--- src/rtl/eth_rx_cls_pkg.sv ---
// Shared types and constants for the MII receive classifier: FSM states,
// class candidate bits, post-SFD nibble offsets of checked fields and match values.
package eth_rx_cls_pkg;

   typedef enum logic [1:0] {ST_IDLE, ST_PRE, ST_HDR, ST_DONE} state_t;

   typedef struct packed {
      logic arp;
      logic icmp;
      logic udp;
   } cls_t;

   localparam int MAC_OFS    = 0;
   localparam int ETYPE_OFS  = 24;
   localparam int IHL_OFS    = 28;
   localparam int PROTO_OFS  = 46;
   localparam int IPDST_OFS  = 60;
   localparam int ICMPT_OFS  = 68;
   localparam int UDPDP_OFS  = 72;
   localparam int ARPTIP_OFS = 76;
   localparam int DECIDE     = 83;
   localparam int PRE_MAX    = 24;

   localparam logic [15:0] ETYPE_ARP     = 16'h0806;
   localparam logic [15:0] ETYPE_IPV4    = 16'h0800;
   localparam logic [7:0]  PROTO_ICMP    = 8'h01;
   localparam logic [7:0]  PROTO_UDP     = 8'h11;
   localparam logic [7:0]  IPV4_VIHL     = 8'h45;
   localparam logic [7:0]  ICMP_ECHO_REQ = 8'h08;

   // Nibble k of a big-endian field of nbytes bytes, in MII order (low nibble first).
   function automatic logic [3:0] field_nib(input logic [47:0] field, input int nbytes, input int k);
      logic [47:0] sh;
      sh = field >> ((nbytes - 1 - k / 2) * 8 + (k % 2) * 4);
      return sh[3:0];
   endfunction

endpackage

--- src/rtl/eth_nibble_delay.sv ---
// Fixed-length shift line that delays a W-bit sample by DEPTH clock cycles.
module eth_nibble_delay #(
   parameter int DEPTH = 101,
   parameter int W     = 5
) (
   input  logic         clk,
   input  logic         rst_n,
   input  logic [W-1:0] sample,
   output logic [W-1:0] delayed
);

   logic [DEPTH-1:0][W-1:0] line;

   always_ff @(posedge clk or negedge rst_n) begin
      if (!rst_n) begin
         line <= '0;
      end else begin
         line <= {line[DEPTH-2:0], sample};
      end
   end

   assign delayed = line[DEPTH-1];

endmodule

--- src/rtl/eth_rx_classifier.sv ---
// MII RX classifier: locks on the SFD, flags ARP / ICMP echo / UDP-to-port and
// delays the stream. Define ETH_RX_CLS_STATS_EN to build the frame counters.
module eth_rx_classifier
   import eth_rx_cls_pkg::*;
#(
   parameter logic [47:0] MY_MAC   = 48'h123456789ABC,
   parameter logic [31:0] MY_IP    = {8'd192, 8'd168, 8'd37, 8'd24},
   parameter logic [15:0] UDP_PORT = 16'd1234,
   parameter int          DELAY    = 101,
   parameter int          CNT_W    = 16
) (
   input  logic             i_clk,
   input  logic             i_res_n,
   input  logic [3:0]       i_mii_rx_data,
   input  logic             i_mii_rx_dv,
   output logic [3:0]       o_mii_rx_data,
   output logic             o_mii_rx_dv,
   output logic             o_arp_en,
   output logic             o_icmp_en,
   output logic             o_udp_en,
   output logic [CNT_W-1:0] o_cnt_arp,
   output logic [CNT_W-1:0] o_cnt_icmp,
   output logic [CNT_W-1:0] o_cnt_udp,
   output logic [CNT_W-1:0] o_cnt_drop
);

   state_t     state;
   logic [6:0] nib_idx;
   logic [4:0] pre_cnt;
   logic [3:0] prev_nib;
   cls_t       cand, cand_nx, flags, pub_cls;
   logic       mac_my, mac_bc, my_nx, bc_nx, sfd, pub_en;
   int         nidx;
   logic [4:0] dly_out;

   eth_nibble_delay #(.DEPTH(DELAY), .W(5)) u_delay (
      .clk     (i_clk),
      .rst_n   (i_res_n),
      .sample  ({i_mii_rx_dv, i_mii_rx_data}),
      .delayed (dly_out)
   );

   assign {o_mii_rx_dv, o_mii_rx_data} = dly_out;
   assign nidx = int'(nib_idx);
   assign sfd  = (prev_nib == 4'h5) && (i_mii_rx_data == 4'hD);

   // Unicast and broadcast MAC matches are tracked separately so a mix of both never passes.
   always_comb begin
      cand_nx = cand;
      my_nx   = mac_my;
      bc_nx   = mac_bc;
      if (nidx < MAC_OFS + 12) begin
         if (i_mii_rx_data != field_nib(MY_MAC, 6, nidx - MAC_OFS)) my_nx = 1'b0;
         if (i_mii_rx_data != 4'hF) bc_nx = 1'b0;
         if (nidx == MAC_OFS + 11) begin
            if (!my_nx) begin
               cand_nx.icmp = 1'b0;
               cand_nx.udp  = 1'b0;
            end
            if (!my_nx && !bc_nx) cand_nx.arp = 1'b0;
         end
      end
      if (nidx >= ETYPE_OFS && nidx < ETYPE_OFS + 4) begin
         if (i_mii_rx_data != field_nib(48'(ETYPE_ARP), 2, nidx - ETYPE_OFS)) cand_nx.arp = 1'b0;
         if (i_mii_rx_data != field_nib(48'(ETYPE_IPV4), 2, nidx - ETYPE_OFS)) begin
            cand_nx.icmp = 1'b0;
            cand_nx.udp  = 1'b0;
         end
      end
      if (nidx >= IHL_OFS && nidx < IHL_OFS + 2 &&
          i_mii_rx_data != field_nib(48'(IPV4_VIHL), 1, nidx - IHL_OFS)) begin
         cand_nx.icmp = 1'b0;
         cand_nx.udp  = 1'b0;
      end
      if (nidx >= PROTO_OFS && nidx < PROTO_OFS + 2) begin
         if (i_mii_rx_data != field_nib(48'(PROTO_ICMP), 1, nidx - PROTO_OFS)) cand_nx.icmp = 1'b0;
         if (i_mii_rx_data != field_nib(48'(PROTO_UDP), 1, nidx - PROTO_OFS)) cand_nx.udp = 1'b0;
      end
      if (nidx >= IPDST_OFS && nidx < IPDST_OFS + 8 &&
          i_mii_rx_data != field_nib(48'(MY_IP), 4, nidx - IPDST_OFS)) begin
         cand_nx.icmp = 1'b0;
         cand_nx.udp  = 1'b0;
      end
      if (nidx >= ICMPT_OFS && nidx < ICMPT_OFS + 2 &&
          i_mii_rx_data != field_nib(48'(ICMP_ECHO_REQ), 1, nidx - ICMPT_OFS)) cand_nx.icmp = 1'b0;
      if (nidx >= UDPDP_OFS && nidx < UDPDP_OFS + 4 &&
          i_mii_rx_data != field_nib(48'(UDP_PORT), 2, nidx - UDPDP_OFS)) cand_nx.udp = 1'b0;
      if (nidx >= ARPTIP_OFS && nidx < ARPTIP_OFS + 8 &&
          i_mii_rx_data != field_nib(48'(MY_IP), 4, nidx - ARPTIP_OFS)) cand_nx.arp = 1'b0;
   end

   // Publication: decision at the last checked nibble, or an all-zero drop on abort/timeout.
   always_comb begin
      pub_en  = 1'b0;
      pub_cls = '0;
      case (state)
         ST_PRE: if (!i_mii_rx_dv || (!sfd && pre_cnt == 5'(PRE_MAX - 1))) pub_en = 1'b1;
         ST_HDR: begin
            if (!i_mii_rx_dv) begin
               pub_en = 1'b1;
            end else if (nidx == DECIDE) begin
               pub_en  = 1'b1;
               pub_cls = cand_nx;
            end
         end
         default: pub_en = 1'b0;
      endcase
   end

   always_ff @(posedge i_clk or negedge i_res_n) begin
      if (!i_res_n) begin
         state    <= ST_IDLE;
         nib_idx  <= '0;
         pre_cnt  <= '0;
         prev_nib <= '0;
         cand     <= '0;
         mac_my   <= 1'b0;
         mac_bc   <= 1'b0;
         flags    <= '0;
      end else begin
         if (pub_en) flags <= pub_cls;
         case (state)
            ST_IDLE: begin
               if (i_mii_rx_dv) begin
                  state    <= ST_PRE;
                  prev_nib <= i_mii_rx_data;
                  pre_cnt  <= 5'd1;
               end
            end
            ST_PRE: begin
               if (!i_mii_rx_dv) begin
                  state <= ST_IDLE;
               end else if (sfd) begin
                  state   <= ST_HDR;
                  nib_idx <= '0;
                  cand    <= '1;
                  mac_my  <= 1'b1;
                  mac_bc  <= 1'b1;
               end else if (pre_cnt == 5'(PRE_MAX - 1)) begin
                  state <= ST_DONE;
               end else begin
                  pre_cnt  <= pre_cnt + 5'd1;
                  prev_nib <= i_mii_rx_data;
               end
            end
            ST_HDR: begin
               if (!i_mii_rx_dv) begin
                  state <= ST_IDLE;
               end else begin
                  cand    <= cand_nx;
                  mac_my  <= my_nx;
                  mac_bc  <= bc_nx;
                  nib_idx <= nib_idx + 7'd1;
                  if (nidx == DECIDE) state <= ST_DONE;
               end
            end
            ST_DONE: if (!i_mii_rx_dv) state <= ST_IDLE;
            default: state <= ST_IDLE;
         endcase
      end
   end

   assign o_arp_en  = flags.arp;
   assign o_icmp_en = flags.icmp;
   assign o_udp_en  = flags.udp;

`ifdef ETH_RX_CLS_STATS_EN
   logic [CNT_W-1:0] cnt_arp, cnt_icmp, cnt_udp, cnt_drop;

   // Saturating counters advance on the same edge that publishes the flags.
   always_ff @(posedge i_clk or negedge i_res_n) begin
      if (!i_res_n) begin
         cnt_arp  <= '0;
         cnt_icmp <= '0;
         cnt_udp  <= '0;
         cnt_drop <= '0;
      end else if (pub_en) begin
         if (pub_cls.arp && cnt_arp != '1) cnt_arp <= cnt_arp + CNT_W'(1);
         if (pub_cls.icmp && cnt_icmp != '1) cnt_icmp <= cnt_icmp + CNT_W'(1);
         if (pub_cls.udp && cnt_udp != '1) cnt_udp <= cnt_udp + CNT_W'(1);
         if (pub_cls == '0 && cnt_drop != '1) cnt_drop <= cnt_drop + CNT_W'(1);
      end
   end

   assign o_cnt_arp  = cnt_arp;
   assign o_cnt_icmp = cnt_icmp;
   assign o_cnt_udp  = cnt_udp;
   assign o_cnt_drop = cnt_drop;
`else
   assign o_cnt_arp  = '0;
   assign o_cnt_icmp = '0;
   assign o_cnt_udp  = '0;
   assign o_cnt_drop = '0;
`endif

endmodule

--- config.mk ---
export PLATFORM = sky130hd
export DESIGN_NAME = eth_rx_classifier
export DESIGN_NICKNAME = d
export VERILOG_FILES = /design/src/rtl/eth_rx_cls_pkg.sv /design/src/rtl/eth_nibble_delay.sv /design/src/rtl/eth_rx_classifier.sv
export SDC_FILE = /design/constraint.sdc
export NUM_CORES = 1
export LEC_CHECK = 0
export CORE_ASPECT_RATIO = 0.5
export CORE_UTILIZATION = 54
export CTS_CLUSTER_SIZE = 20
export DETAILED_ROUTE_END_ITERATION = 8
export GPL_ROUTABILITY_DRIVEN = 0
export PLACE_DENSITY_LB_ADDON = 0.05
export SETUP_SLACK_MARGIN = 0.4
export SLEW_MARGIN = 15
export SYNTH_ARGS = -nofsm -noshare
export SYNTH_HDL_FRONTEND = slang
export SYNTH_SLANG_ARGS = --single-unit
--- constraint.sdc ---
create_clock -name i_clk -period 6.7 [get_ports i_clk]
set_clock_uncertainty 0.1 [all_clocks]
set_input_delay 1.34 -clock i_clk [delete_from_list [all_inputs] [get_ports i_clk]]
set_output_delay 1.34 -clock i_clk [all_outputs]
set_load 0.05 [all_outputs]
# Word level (Yosys, flattened, before mapping)
# Index checks and enable logic that the tools add are counted.
classes:
  n_addsub: 32
  n_lt_le_gt_ge: 15
  n_eq_ne: 29
  shifts: 10
  mux: 60
  bitwise: 7
  reduce_logical: 27
op_table:
  columns: ["cell", "count"]
  rows:
  - ["adder 32 x 4 -> 32 bit", 7]
  - ["adder 29 x 1 -> 29 bit", 7]
  - ["subtractor 1 x 29 -> 29 bit (first input constant)", 3]
  - ["right shift 12 x 32 -> 4 bit (first input constant)", 2]
  - ["right shift 32 x 32 -> 4 bit (first input constant)", 2]
  - ["subtractor 2 x 29 -> 29 bit (first input constant)", 2]
  - ["subtractor 3 x 29 -> 29 bit (first input constant)", 2]
  - ["right shift 45 x 32 -> 4 bit (first input constant)", 1]
  - ["!= test 4 bit", 10]
  - ["right shift 1 x 32 -> 4 bit (first input constant)", 1]
  - ["right shift 11 x 32 -> 4 bit (first input constant)", 1]
  - ["right shift 4 x 32 -> 4 bit (first input constant)", 1]
  - ["right shift 5 x 32 -> 4 bit (first input constant)", 1]
  - ["right shift 7 x 32 -> 4 bit (first input constant)", 1]
  - ["< comparator 7 bit (second input constant)", 4]
  - ["two-way mux 3 bit", 9]
  - ["two-way mux 2 bit", 12]
  - ["subtractor 7 x 7 -> 8 bit (second input constant)", 3]
  - ["greater-or-equal comparator 7 bit (second input constant)", 3]
  - ["two-way mux 7 bit", 3]
  - ["two-way mux 1 bit", 20]
  - ["two-way mux 5 bit", 4]
  - ["two-way mux 4 bit", 4]
  - ["!= test 2 bit (second input constant)", 8]
  - ["34 further kinds", 69]
word_totals:
  register_bits: 531
  input_bits: 7
  out_inout_bits: 72
  word_cells: 293

# Depth between registers and ports, before layout
# Gate-level depths: netlist (run 1).
logic_depth:
  depth_word: 21
  ltp_mapped: 29
  depth_no_buf: 27

# By module
# A second synthesis (run 1) with hierarchy kept.
unflattened:
  cells_unflattened: 1944
  area_unflattened_um2: 22930.7
modules_own_cells:
  columns: ["module", "n_inst", "cells_per_inst", "area_per_inst_um2", "seq_area_each_um2"]
  rows:
  - ["eth_nibble_delay", 1, 510, 12674.7, 12637.1]
  - ["eth_rx_classifier", 1, 1434, 10256.1, 650.6]

# Worst setup path after synthesis (run 1)
# No wires, ideal clock.
synth_timing:
  path_kind: "register to register"
  start: "register nib_idx[4]"
  end: "register cand[2] (netlist bit)"
  arrival_time_ns: 5.707
  path_slack_ns: 0.767
  stages_incl_launch_ff: 29
  cell_sequence: "dfrtp_1 clkbuf_1 inv_1 ha_1 nand2_1 nand2_1 nand2_1 inv_1 nor2_1 ha_1 inv_1 ha_1 a21boi_0 nor2b_1 nor3_1 o21bai_1 a21oi_1 ha_1 buf_2 a21oi_1 o221ai_1 a222oi_1 and4_1 o211ai_1 nor4_2 o211ai_1 a221o_1 o211ai_2 a21oi_2"
synth_between:
  elab_chain_len: 16
  elab_cells_between_ends: 39
  cone_classes: "add/sub (10); order compare (5); eq/ne (4); shift (3); mux (10); bitwise (2); reduce/logical (5)"
synth_lines:
  columns: ["item", "line", "source"]
  rows:
  - ["from (decl)", "eth_rx_classifier.sv:28", "logic [6:0] nib_idx;"]
  - ["from (signal assigned)", "eth_rx_classifier.sv:153", "nib_idx <= nib_idx + 7'd1;"]
  - ["parallel branches: the longest is 13 deep, another holds adder 32 x 4 -> 32 bit", null, null]
  - ["two-way mux 1 bit (*)", "eth_rx_classifier.sv:88", "if (nidx >= ARPTIP_OFS && nidx < ARPTIP_OFS + 8 &&"]
  - ["two-way mux 3 bit (*)", "eth_rx_classifier.sv:147", "if (!i_mii_rx_dv) begin"]
  - ["one-hot mux 3 bit (2 select lines) (*)", "eth_rx_classifier.sv:122", "case (state)"]
  - ["to (signal assigned)", "eth_rx_classifier.sv:150", "cand <= cand_nx;"]
  - ["to (decl)", "eth_rx_classifier.sv:31", "cls_t cand, cand_nx, flags, pub_cls;"]
# Every way passes the cells marked *. The select of a mux whose other input is x is not followed.
# A chain may end at the register's enable or synchronous reset.

# Worst setup path in the final report (run 1)
layout_timing:
  start: "register nib_idx[2]"
  end: "register cand[0] (netlist bit)"
layout_between:
  elab_chain_len: 18
  elab_cells_between_ends: 73
  cone_classes: "add/sub (22); order compare (11); eq/ne (7); shift (6); mux (14); bitwise (5); reduce/logical (8)"
layout_lines:
  columns: ["item", "line", "source"]
  rows:
  - ["parallel branches: the longest is 15 deep, another holds adder 32 x 4 -> 32 bit", null, null]
  - ["two-way mux 1 bit (*)", "eth_rx_classifier.sv:86", "if (nidx >= UDPDP_OFS && nidx < UDPDP_OFS + 4 &&"]
  - ["two-way mux 3 bit (*)", "eth_rx_classifier.sv:147", null]
  - ["one-hot mux 3 bit (2 select lines) (*)", "eth_rx_classifier.sv:122", null]
# Marked as above.

==> out/qor.yml, run 1 <==
status: "finished clean"
path_class: "flop to flop"
reg2reg_from: "nib_idx[2]$_DFFE_PN0P_"
die_area_um2: 43590
track_usage: 0.2074
fp.dieH_um: 148.1
report.final.slew_viol_count: 0
yosysMostFrequentCell: "dfrtp_1"
grt_max_degree: 150
rrSetupSlack_ns: 0.77
n_antenna_cell: 0
nets: 2144
htreeDepth: 2
peakVddDrop_uv: 213.6
syn_avg_cell_area_um2: 11.81
netSwitchingPower_mw: 1.847
synth_cell_types: 93
area_delta_synth_final_pct: 9.343
maxCapViolCount: 0
drive_gt1_frac: 0.08134
maxSlewHeadroom: 0.3390
drtIter0Drc: 1031
first_global_vias: 13840
crit_end: "cand[0]$_DFFE_PN0P_"
fmax_ghz: 0.1686
power.leakage_nw: 12.12
rsz0062_at_grt: "false"
pwr_density_cell_nw_per_um2: 278.6
min_period_over_period: 0.8853
path_clk_slew_ns: 0.07
async_flop_share: 1.000
antenna_found_initial: 0
cts-buffers-inserted: 44
cts-root-buf: "clkbuf_16"
dr.pass1.iters: 5
worstMarginPinSlew_ns: 0.9884
layout.cells.non_filler: 2581
ys.flop_type: "dfrtp_1"
clockBufferDepth: 3
io_buffers: 14
grt_pass1_wl_mm: 72.94
viasPerCell: 5.509
ff2ff_path_depth: 21
p_clk_frac: 0.376
num_rows: 53
yosysWarnings: 0
core_um2: 42040
wl_per_cell_um: 16.95
critPathLaunchType: "flop"
clock_latency_ns: 0.57
vias: 14220
cp_max_fo: 11
synth_top_area_cell: "dfrtp_1"
postRouteWirelength_mm: 43.76
grt_overflow: 0
power.internal_mw: 5.179
initial_core_util: 0.5485
setup_violations: 0
synthTopCellsByCount: "531 x dfrtp_1, 153 x ha_1, 130 x a21oi_1, 111 x nor2_1, 103 x nand2_1"
r2r-end: "cand[0]$_DFFE_PN0P_"
cp.arrival_ns: 6.29
die_w_um: 294.3
cts_sinks: 531
cts_tree: "built"
synth_edf_count: 0
worstHoldStart: "u_delay.line[33]$_DFF_PN0_"
tns_ns: 0
placed_cells: 2500
worstPathRequired_ns: 7.06
cp-end-kind: "flop"
num_io_pins: 79
postSynthCellCount: 1952
p_seq_frac: 0.481
fin_crit_ns: 5.932
synth_area_leaders: "dfrtp_1 58%, ha_1 8.3%, a21oi_1 2.8%"
synth_seq_area_share: 0.5762
drc: 0
hp-class: "flop to flop"
combPwrFrac: 0.143
dp_hpwl_mm: 27.53
synth-seq-cells: 531
hold_violations: 0
synth_top_area_share: 0.5762
crit_start: "nib_idx[2]$_DFFE_PN0P_"
synth_area_um2: 23060
ant_nets: 0
sw_frac_of_total: 0.2629
## how the worst min path moves through the flow
| stage | cells after the start | slack, ns | endpoint |
|---|---|---|---|
| global route | 0 | 0.25 | u_delay.line[362]$_DFF_PN0_ |
| CTS | 0 | 0.23 | u_delay.line[207]$_DFF_PN0_ |
| floorplan | 0 | 0.23 | u_delay.delayed[0]$_DFF_PN0_ |
| global placement | 0 | 0.23 | u_delay.line[222]$_DFF_PN0_ |
| finish | 0 | 0.24 | u_delay.line[38]$_DFF_PN0_ |
| detailed placement | 0 | 0.23 | u_delay.line[113]$_DFF_PN0_ |
## power groups by stage
stage / Combinational [mW] / Clock [mW] / Sequential (mW)
global route: 1.12 / 2.87 / 3.39
floorplan: 0.769 / 0 / 3.42
detailed placement: 0.984 / 0 / 3.44
global placement: 0.979 / 0 / 3.43
CTS: 0.991 / 2.74 / 3.38
finish: 1.00 / 2.64 / 3.38
## per-stage QoR
stage	instance area (µm²)	power, mW	utilization	hold WS [ns]	setup WS [ns]
4_1_cts	25110	7.118	0.5973	0.2339	0.4476
3_3_place_gp	23610	4.414	0.5615	0.2315	0.4979
6_report	25220	7.026	0.5998	0.2387	0.7684
3_5_place_dp	23610	4.421	0.5615	0.2347	0.4552
2_1_floorplan	23300	4.190	-	0.2312	0.7671
5_1_grt	25220	7.384	0.5998	0.2492	0.4010
## final cells by class
type | instances | area, µm²
Clock buffer | 63 | 1284
Tap cell | 577 | 721.9
Sequential cell | 531 | 13290
Multi-Input combinational cell | 1249 | 8925
Inverter | 103 | 386.6
Clock inverter | 17 | 224.0
Fill cell | 3353 | 16830
Timing Repair Buffer | 41 | 385.4
## per-layer routing
metal  share of wire  global-route usage  wire length (µm)
met5               0                   0                 0
met1            0.50              0.3193             21690
met4           0.012             0.04297               512
met2            0.45              0.3139             19650
met3           0.043             0.03108              1899
## layout by cell type, fill, tap and decap left out, types with 8 or more instances in the layout
master and instances:
a211o_1 12, a211oi_1 23, a21boi_0 9, a21o_1 39
a21oi_1 129, a31oi_1 14, and2_1 8, buf_4 24
clkbuf_1 9, clkbuf_16 45, clkbuf_8 9, clkdlybuf4s50_1 13
clkinv_2 9, conb_1 64, dfrtp_1 530, fa_1 14
ha_1 147, inv_1 101, mux2_2 8, mux2i_1 12
nand2_1 103, nand2b_1 18, nand3_1 36, nand4_1 22
nor2_1 111, nor2b_1 27, nor3_1 29, nor3b_1 8
nor4_1 14, o2111ai_1 9, o211ai_1 18, o21a_1 13
o21ai_0 84, o21bai_1 19, o22ai_1 12, o31ai_1 13
xnor2_1 45, xor2_1 26
## cells by family after synthesis
| kind of cell | synth area share |
|---|---|
| flip-flops | 0.5762 |
| AO/OA/AOI/OAI | 0.1501 |
| AND/OR/NAND/NOR | 0.09115 |
| buffers and inverters | 0.05111 |
| adder cells (fa/ha/maj) | 0.09517 |
| XOR/XNOR | 0.02697 |
| multiplexers | 0.009115 |
| other | 0.0001626 |
## critical path, cell delays in order (launching register included)
cell and delay, ns:
dfrtp_2 0.50, buf_4 0.26, ha_1 0.33, inv_1 0.14, ha_1 0.31, inv_1 0.27
ha_1 0.33, nor2b_1 0.14, o21a_1 0.17, nor2_1 0.16, fa_1 0.45, inv_1 0.08
ha_1 0.29, o21ai_0 0.14, a21oi_1 0.09, o41ai_1 0.29, mux2_2 0.37, nor4_1 0.46
mux2i_1 0.33, nor2_1 0.08, nand4b_1 0.27, o31ai_1 0.27
## sequential cells by signal, summed over array words and instances (netlist names)
register	cells
u_delay.line	500
nib_idx	7
pre_cnt	5
u_delay.delayed	5
prev_nib	4
cand	3
state	2
mac_bc	1
mac_my	1
o_arp_en	1
o_icmp_en	1
o_udp_en	1
## what timing repair did
item / CTS / global route
resized for setup: 0 / 24
hold buffers: 0 / 0
setup endpoints to repair: 0 / 6
setup buffers: 0 / 1
Note: power is estimated with default switching activity, not from simulation.
==> inputs of run 2 (changes only) <==
- CTS_CLUSTER_DIAMETER: unset -> 150
- GPL_ROUTABILITY_DRIVEN: 0 -> unset
==> run 2 against run 1 <==
Worst hold slack got worse by 0.011 ns. Sequential cell count unchanged. Via count decreased by 1.0%. First-iteration DRC count is 6.8% lower. Maximum frequency grew 1.4%. Cell count down 1.5%. Combinational power about the same.
==> out/qor.yml, run 2 (synthesis results as in run 1) <==
hold_violations: 0
viasPerCell: 5.535
maxCapViolCount: 0
seq_area_um2: 13290
fin_area_um2: 24530
fmax_ghz: 0.1710
cp_cell_sequence: "buf_4 -> ha_1 -> a31oi_1 -> inv_1 -> nor2_1 -> ha_1 -> inv_1 -> ha_1 -> inv_1 -> o21ai_0 -> a211o_1 -> a21o_1 -> a21oi_1 -> ha_1 -> a21oi_1 -> o211ai_1 -> and2_1 -> a21o_1 -> or4_1 -> nor3_2 -> a21oi_1 -> a21oi_1 -> nand4b_1 -> o31ai_1"
holdWs_ns: 0.2279
die_area_um2: 43590
postRouteWirelength_mm: 43.08
cts-root-buf: "clkbuf_16"
slowest_stage: "or4_1"
drive_gt1_frac: 0.06562
largest_reg_flops: 500
peakVddDrop_uv: 201.6
pwr_density_cell_nw_per_um2: 250.7
die_w_um: 294.3
drtIter0Drc: 961
grt_overflow: 0
vias: 14080
layout_commonest_cell: "dfrtp_1"
grt_pass1_wl_mm: 71.29
grt_max_degree: 171
clockBufferDepth: 3
nets: 2140
status: "finished clean"
crit_buf_inv: 4
critical-path-max-stage-delay_ns: 0.57
cts_tree: "built"
mostFrequentLayoutCells: "529 x dfrtp_1, 151 x ha_1, 129 x a21oi_1, 111 x nor2_1, 103 x nand2_1"
cp-end-kind: "flop"
cp.arrival_ns: 6.27
rsz0062_at_grt: "false"
place.gp.congestion: 0.9178
io_buffers: 14
placed_area_um2: 23650
dr.pass1.iters: 7
top_regs: "u_delay.line: 500 flops, nib_idx: 7 flops"
clock_latency_ns: 0.61
power.leakage_nw: 11.81
ant_nets: 0
fin_crit_ns: 5.850
cts_sinks: 531
cp_max_fo: 15
path_clk_slew_ns: 0.10
num_io_pins: 79
wl_per_cell_um: 16.94
fillers: 3444
multi_input_area_um2: 8887
maxSlewHeadroom: 0.3299
report.final.slew_viol_count: 0
finish.utilization: 0.5834
worstPathRequired_ns: 7.12
fp.dieH_um: 148.1
min_period_over_period: 0.8731
num_rows: 53
initial_core_util: 0.5485
placed_cells: 2507
critPathTopFamily: "compound AO/OA/AOI/OAI gates"
area_delta_synth_final_pct: 6.370
layout.cells.non_filler: 2543
core_um2: 42040
dp_hpwl_mm: 27.54
regMostFlops: "u_delay.line"
antenna_found_initial: 2
drc: 0
cts-buffers-inserted: 30
worstMarginPinSlew_ns: 1.005
htreeDepth: 1
first_global_vias: 13590
track_usage: 0.2027
hp-class: "flop to flop"
critPathLaunchType: "flop"
setup_violations: 0
rrSetupSlack_ns: 0.85
tns_ns: 0
n_antenna_cell: 0
path_class: "flop to flop"
## run 2: changes by cell type in the layout (fill, tap and decap cells not counted), sizes merged
cell    delta
clkbuf    -33
bufinv     -4
buf       +10
clkinv     -8
inv        -3
## run 2: final timing paths
| path | from | to | cells after the start |
|---|---|---|---|
| worst max-delay path | nib_idx[3]$_DFFE_PN0P_ | cand[1]$_DFFE_PN0P_ | 24 |
| worst min-delay path | u_delay.line[80]$_DFF_PN0_ | u_delay.line[85]$_DFF_PN0_ | 0 |
| worst max register to register | nib_idx[3]$_DFFE_PN0P_ | cand[1]$_DFFE_PN0P_ | 24 |
| worst min register to register | u_delay.line[80]$_DFF_PN0_ | u_delay.line[85]$_DFF_PN0_ | 0 |
| max in group asynchronous | i_res_n | u_delay.line[169]$_DFF_PN0_ | 2 |
| min in group asynchronous | i_res_n | u_delay.line[419]$_DFF_PN0_ | 1 |
## run 2: final cells by class
class | count | share of cell area
clock buffers | 30 | 0.03060
clock inverters | 2 | 0.001683
inverters | 103 | 0.01591
multi-input cells | 1249 | 0.3623
flip-flops and latches | 531 | 0.5418
well taps | 577 | 0.02943
repair buffers | 51 | 0.01826
## run 2: per-layer routing
layer,track usage,share of wire,up-vias,routed length [µm]
met2,0.3046,0.44,347,18750
met5,0,0,-,0
met1,0.3128,0.50,6891,21440
met4,0.04688,0.018,0,776
li1,-,-,6785,-
met3,0.02974,0.049,52,2111
## run 2: power by group
group | internal, mW | total [mW] | switching, mW | leakage [nW]
Combinational | 0.352 | 1.00 | 0.649 | 4.62
Sequential | 3.32 | 3.37 | 0.0550 | 6.80
Clock | 0.804 | 1.77 | 0.970 | 0.387
Total | 4.48 | 6.15 | 1.67 | 11.8
## run 2: timing repair
| item | 4_1_cts | 5_1_grt |
|---|---|---|
| gates resized for setup | 0 | 17 |
| hold buffers | 0 | 0 |
| setup endpoints to repair | 0 | 5 |
| setup buffers | 0 | 4 |
## run 2: per-stage QoR
stage / power, mW / setup WS, ns
floorplan: 4.190 / 0.7671
global route: 6.488 / 0.4136
detailed placement: 4.422 / 0.4500
global placement: 4.422 / 0.4397
finish: 6.149 / 0.8504
CTS: 6.239 / 0.4336
==> inputs of run 3 (changes only) <==
- CORE_UTILIZATION: 54 -> 50
==> run 3 against run 2 <==
Sequential cell count is the same. Via count shrank 0.37%. Setup slack lost 0.071 ns. Non-clock buffer count shrank 1. Critical path depth grew 1. Register-to-register slack lost 0.07 ns. Design area grew 0.22%. Clock power is essentially flat. Routed wire length shrank 4.1%. Critical endpoint is now cand[0]$_DFFE_PN0P_. Largest cell class unchanged. Highest routed layer unchanged.
==> out/qor.yml, run 3 (synthesis results as in run 1) <==
report.final.slew_viol_count: 0
grt_max_degree: 179
wl_per_cell_um: 16.11
power.internal_mw: 4.474
n_antenna_cell: 0
ant_nets: 0
p_clk_frac: 0.285
ff2ff_path_depth: 25
hp-class: "flop to flop"
top_usage_layer: "met1"
num_rows: 55
track_usage: 0.1789
drive_gt1_frac: 0.06768
htreeDepth: 1
fmax_ghz: 0.1689
placed_cells: 2526
layout_commonest_cell: "dfrtp_1"
rrSetupSlack_ns: 0.78
worstMarginPinSlew_ns: 0.9833
worstPathRequired_ns: 7.10
cts-buffers-inserted: 30
cp-end-kind: "flop"
critPathLaunchType: "flop"
drtIter0Drc: 1102
dp_hpwl_mm: 27.64
clock_latency_ns: 0.60
cts_tree: "built"
path_class: "flop to flop"
vias: 14020
fillers: 3919
io_buffers: 14
rsz0062_at_grt: "true"
die_w_um: 305.7
cp_max_fo: 19
status: "finished clean"
finish.utilization: 0.5421
use_met2: 0.2621
first_global_vias: 13490
nets: 2139
postRouteWirelength_mm: 41.29
clockBufferDepth: 3
setup_violations: 0
pwr_density_cell_nw_per_um2: 248.7
min_period_over_period: 0.8837
place.gp.congestion: 0.8901
layout.cells.non_filler: 2563
viasPerCell: 5.471
core_um2: 45350
netSwitchingPower_mw: 1.640
dr.pass1.iters: 5
combPwrFrac: 0.164
mostFrequentLayoutCells: "530 x dfrtp_1, 149 x ha_1, 127 x a21oi_1, 109 x nor2_1, 103 x nand2_1"
grtUsageMet3: 0.02578
peakVddDrop_uv: 200.5
tns_ns: 0
regMostFlops: "u_delay.line"
drc: 0
cts_sinks: 531
reg2reg_from: "nib_idx[4]$_DFFE_PN0P_"
hold_violations: 0
multi_input_area_um2: 8924
worstHoldStart: "u_delay.line[165]$_DFF_PN0_"
top_regs: "u_delay.line: 500 flops, nib_idx: 7 flops"
power.leakage_nw: 11.81
place_ws_ns: 0.2301
maxSlewHeadroom: 0.3424
initial_core_util: 0.5085
die_area_um2: 47040
path_clk_slew_ns: 0.10
fp.dieH_um: 153.9
globalRouteMet1Util: 0.2804
cts-root-buf: "clkbuf_16"
grt_overflow: 0
maxCapViolCount: 0
p_seq_frac: 0.552
area_delta_synth_final_pct: 6.603
hold_path_end: "u_delay.line[170]$_DFF_PN0_"
sw_frac_of_total: 0.2682
postLayoutSetupSlackWorst_ns: 0.7790
antenna_found_initial: 0
seq_area_um2: 13290
r2r-end: "cand[0]$_DFFE_PN0P_"
grt_pass1_wl_mm: 69.62
whs_path_depth: 0
num_io_pins: 79
largest_reg_flops: 500
fin_crit_ns: 5.921
cp.arrival_ns: 6.32
[run 3: changes by cell type in the layout (fill, tap and decap cells not counted), moves of 2 or more]
cell     delta
a21oi_1     -2
a21oi_2     +2
ha_1        -2
ha_2        +2
nor2_1      -2
nor4_4      +2
[run 3: layer usage]
layer	wire, µm	vias to the layer above
met5	0	-
met4	820	0
met3	1737	65
met2	17590	289
met1	21140	6890
li1	-	6779
[run 3: how the worst max path moves through the flow]
stage                                start                  end  slack [ns]  cells past startpoint
floorplan           nib_idx[4]$_DFFE_PN0P_  cand[2]$_DFFE_PN0P_        0.77                     28
global placement    nib_idx[3]$_DFFE_PN0P_  cand[0]$_DFFE_PN0P_        0.41                     27
detailed placement  nib_idx[3]$_DFFE_PN0P_  cand[0]$_DFFE_PN0P_        0.23                     27
CTS                 nib_idx[3]$_DFFE_PN0P_  cand[0]$_DFFE_PN0P_        0.40                     24
global route        nib_idx[2]$_DFFE_PN0P_  cand[0]$_DFFE_PN0P_        0.37                     23
finish              nib_idx[4]$_DFFE_PN0P_  cand[0]$_DFFE_PN0P_        0.78                     25
[run 3: power by group through the flow]
stage	sequential [mW]	combinational, mW	clock (mW)
final	3.37	1.00	1.74
after global routing	3.39	1.12	1.96
after CTS	3.37	0.983	1.84
after detailed placement	3.44	0.980	0
after global placement	3.44	0.976	0
after floorplan	3.42	0.769	0
[run 3: area by class of cell]
class | instances | area share
Tap cell | 598 | 0.03044
Inverter | 103 | 0.01588
Sequential cell | 531 | 0.5406
Multi-Input combinational cell | 1249 | 0.3630
Clock inverter | 2 | 0.001680
Clock buffer | 30 | 0.03054
Timing Repair Buffer | 50 | 0.01792
[run 3: critical path: stages, from the launching register on]
cell and delay, ns:
dfrtp_1 0.38, buf_4 0.21, ha_1 0.21, buf_4 0.18, a211oi_2 0.34, nand2_1 0.21, ha_1 0.24, ha_1 0.19
inv_1 0.07, ha_1 0.17, nor2b_1 0.05, o21ai_0 0.18, nand2b_1 0.11, a21o_1 0.21, a21oi_1 0.17, ha_1 0.42
a21o_1 0.31, a31oi_1 0.27, mux2i_1 0.11, a311oi_1 0.33, nand4_1 0.21, nor4_4 0.25, mux2i_1 0.24, nor2_1 0.06
nand4b_1 0.27, o31ai_1 0.33
[run 3: what timing repair did]
action / CTS / global route
resized for setup: 1 / 21
setup endpoints to repair: 2 / 6
pin swaps: 0 / 2
hold buffers: 0 / 0
setup buffers: 0 / 5
[run 3: per-stage QoR]
stage,hold slack (ns),area [µm²],total power [mW]
floorplan,0.2312,23300,4.190
global placement,0.2313,23660,4.411
detailed placement,0.2347,23660,4.416
CTS,0.2353,24450,6.195
global route,0.2373,24580,6.464
finish,0.2414,24580,6.114
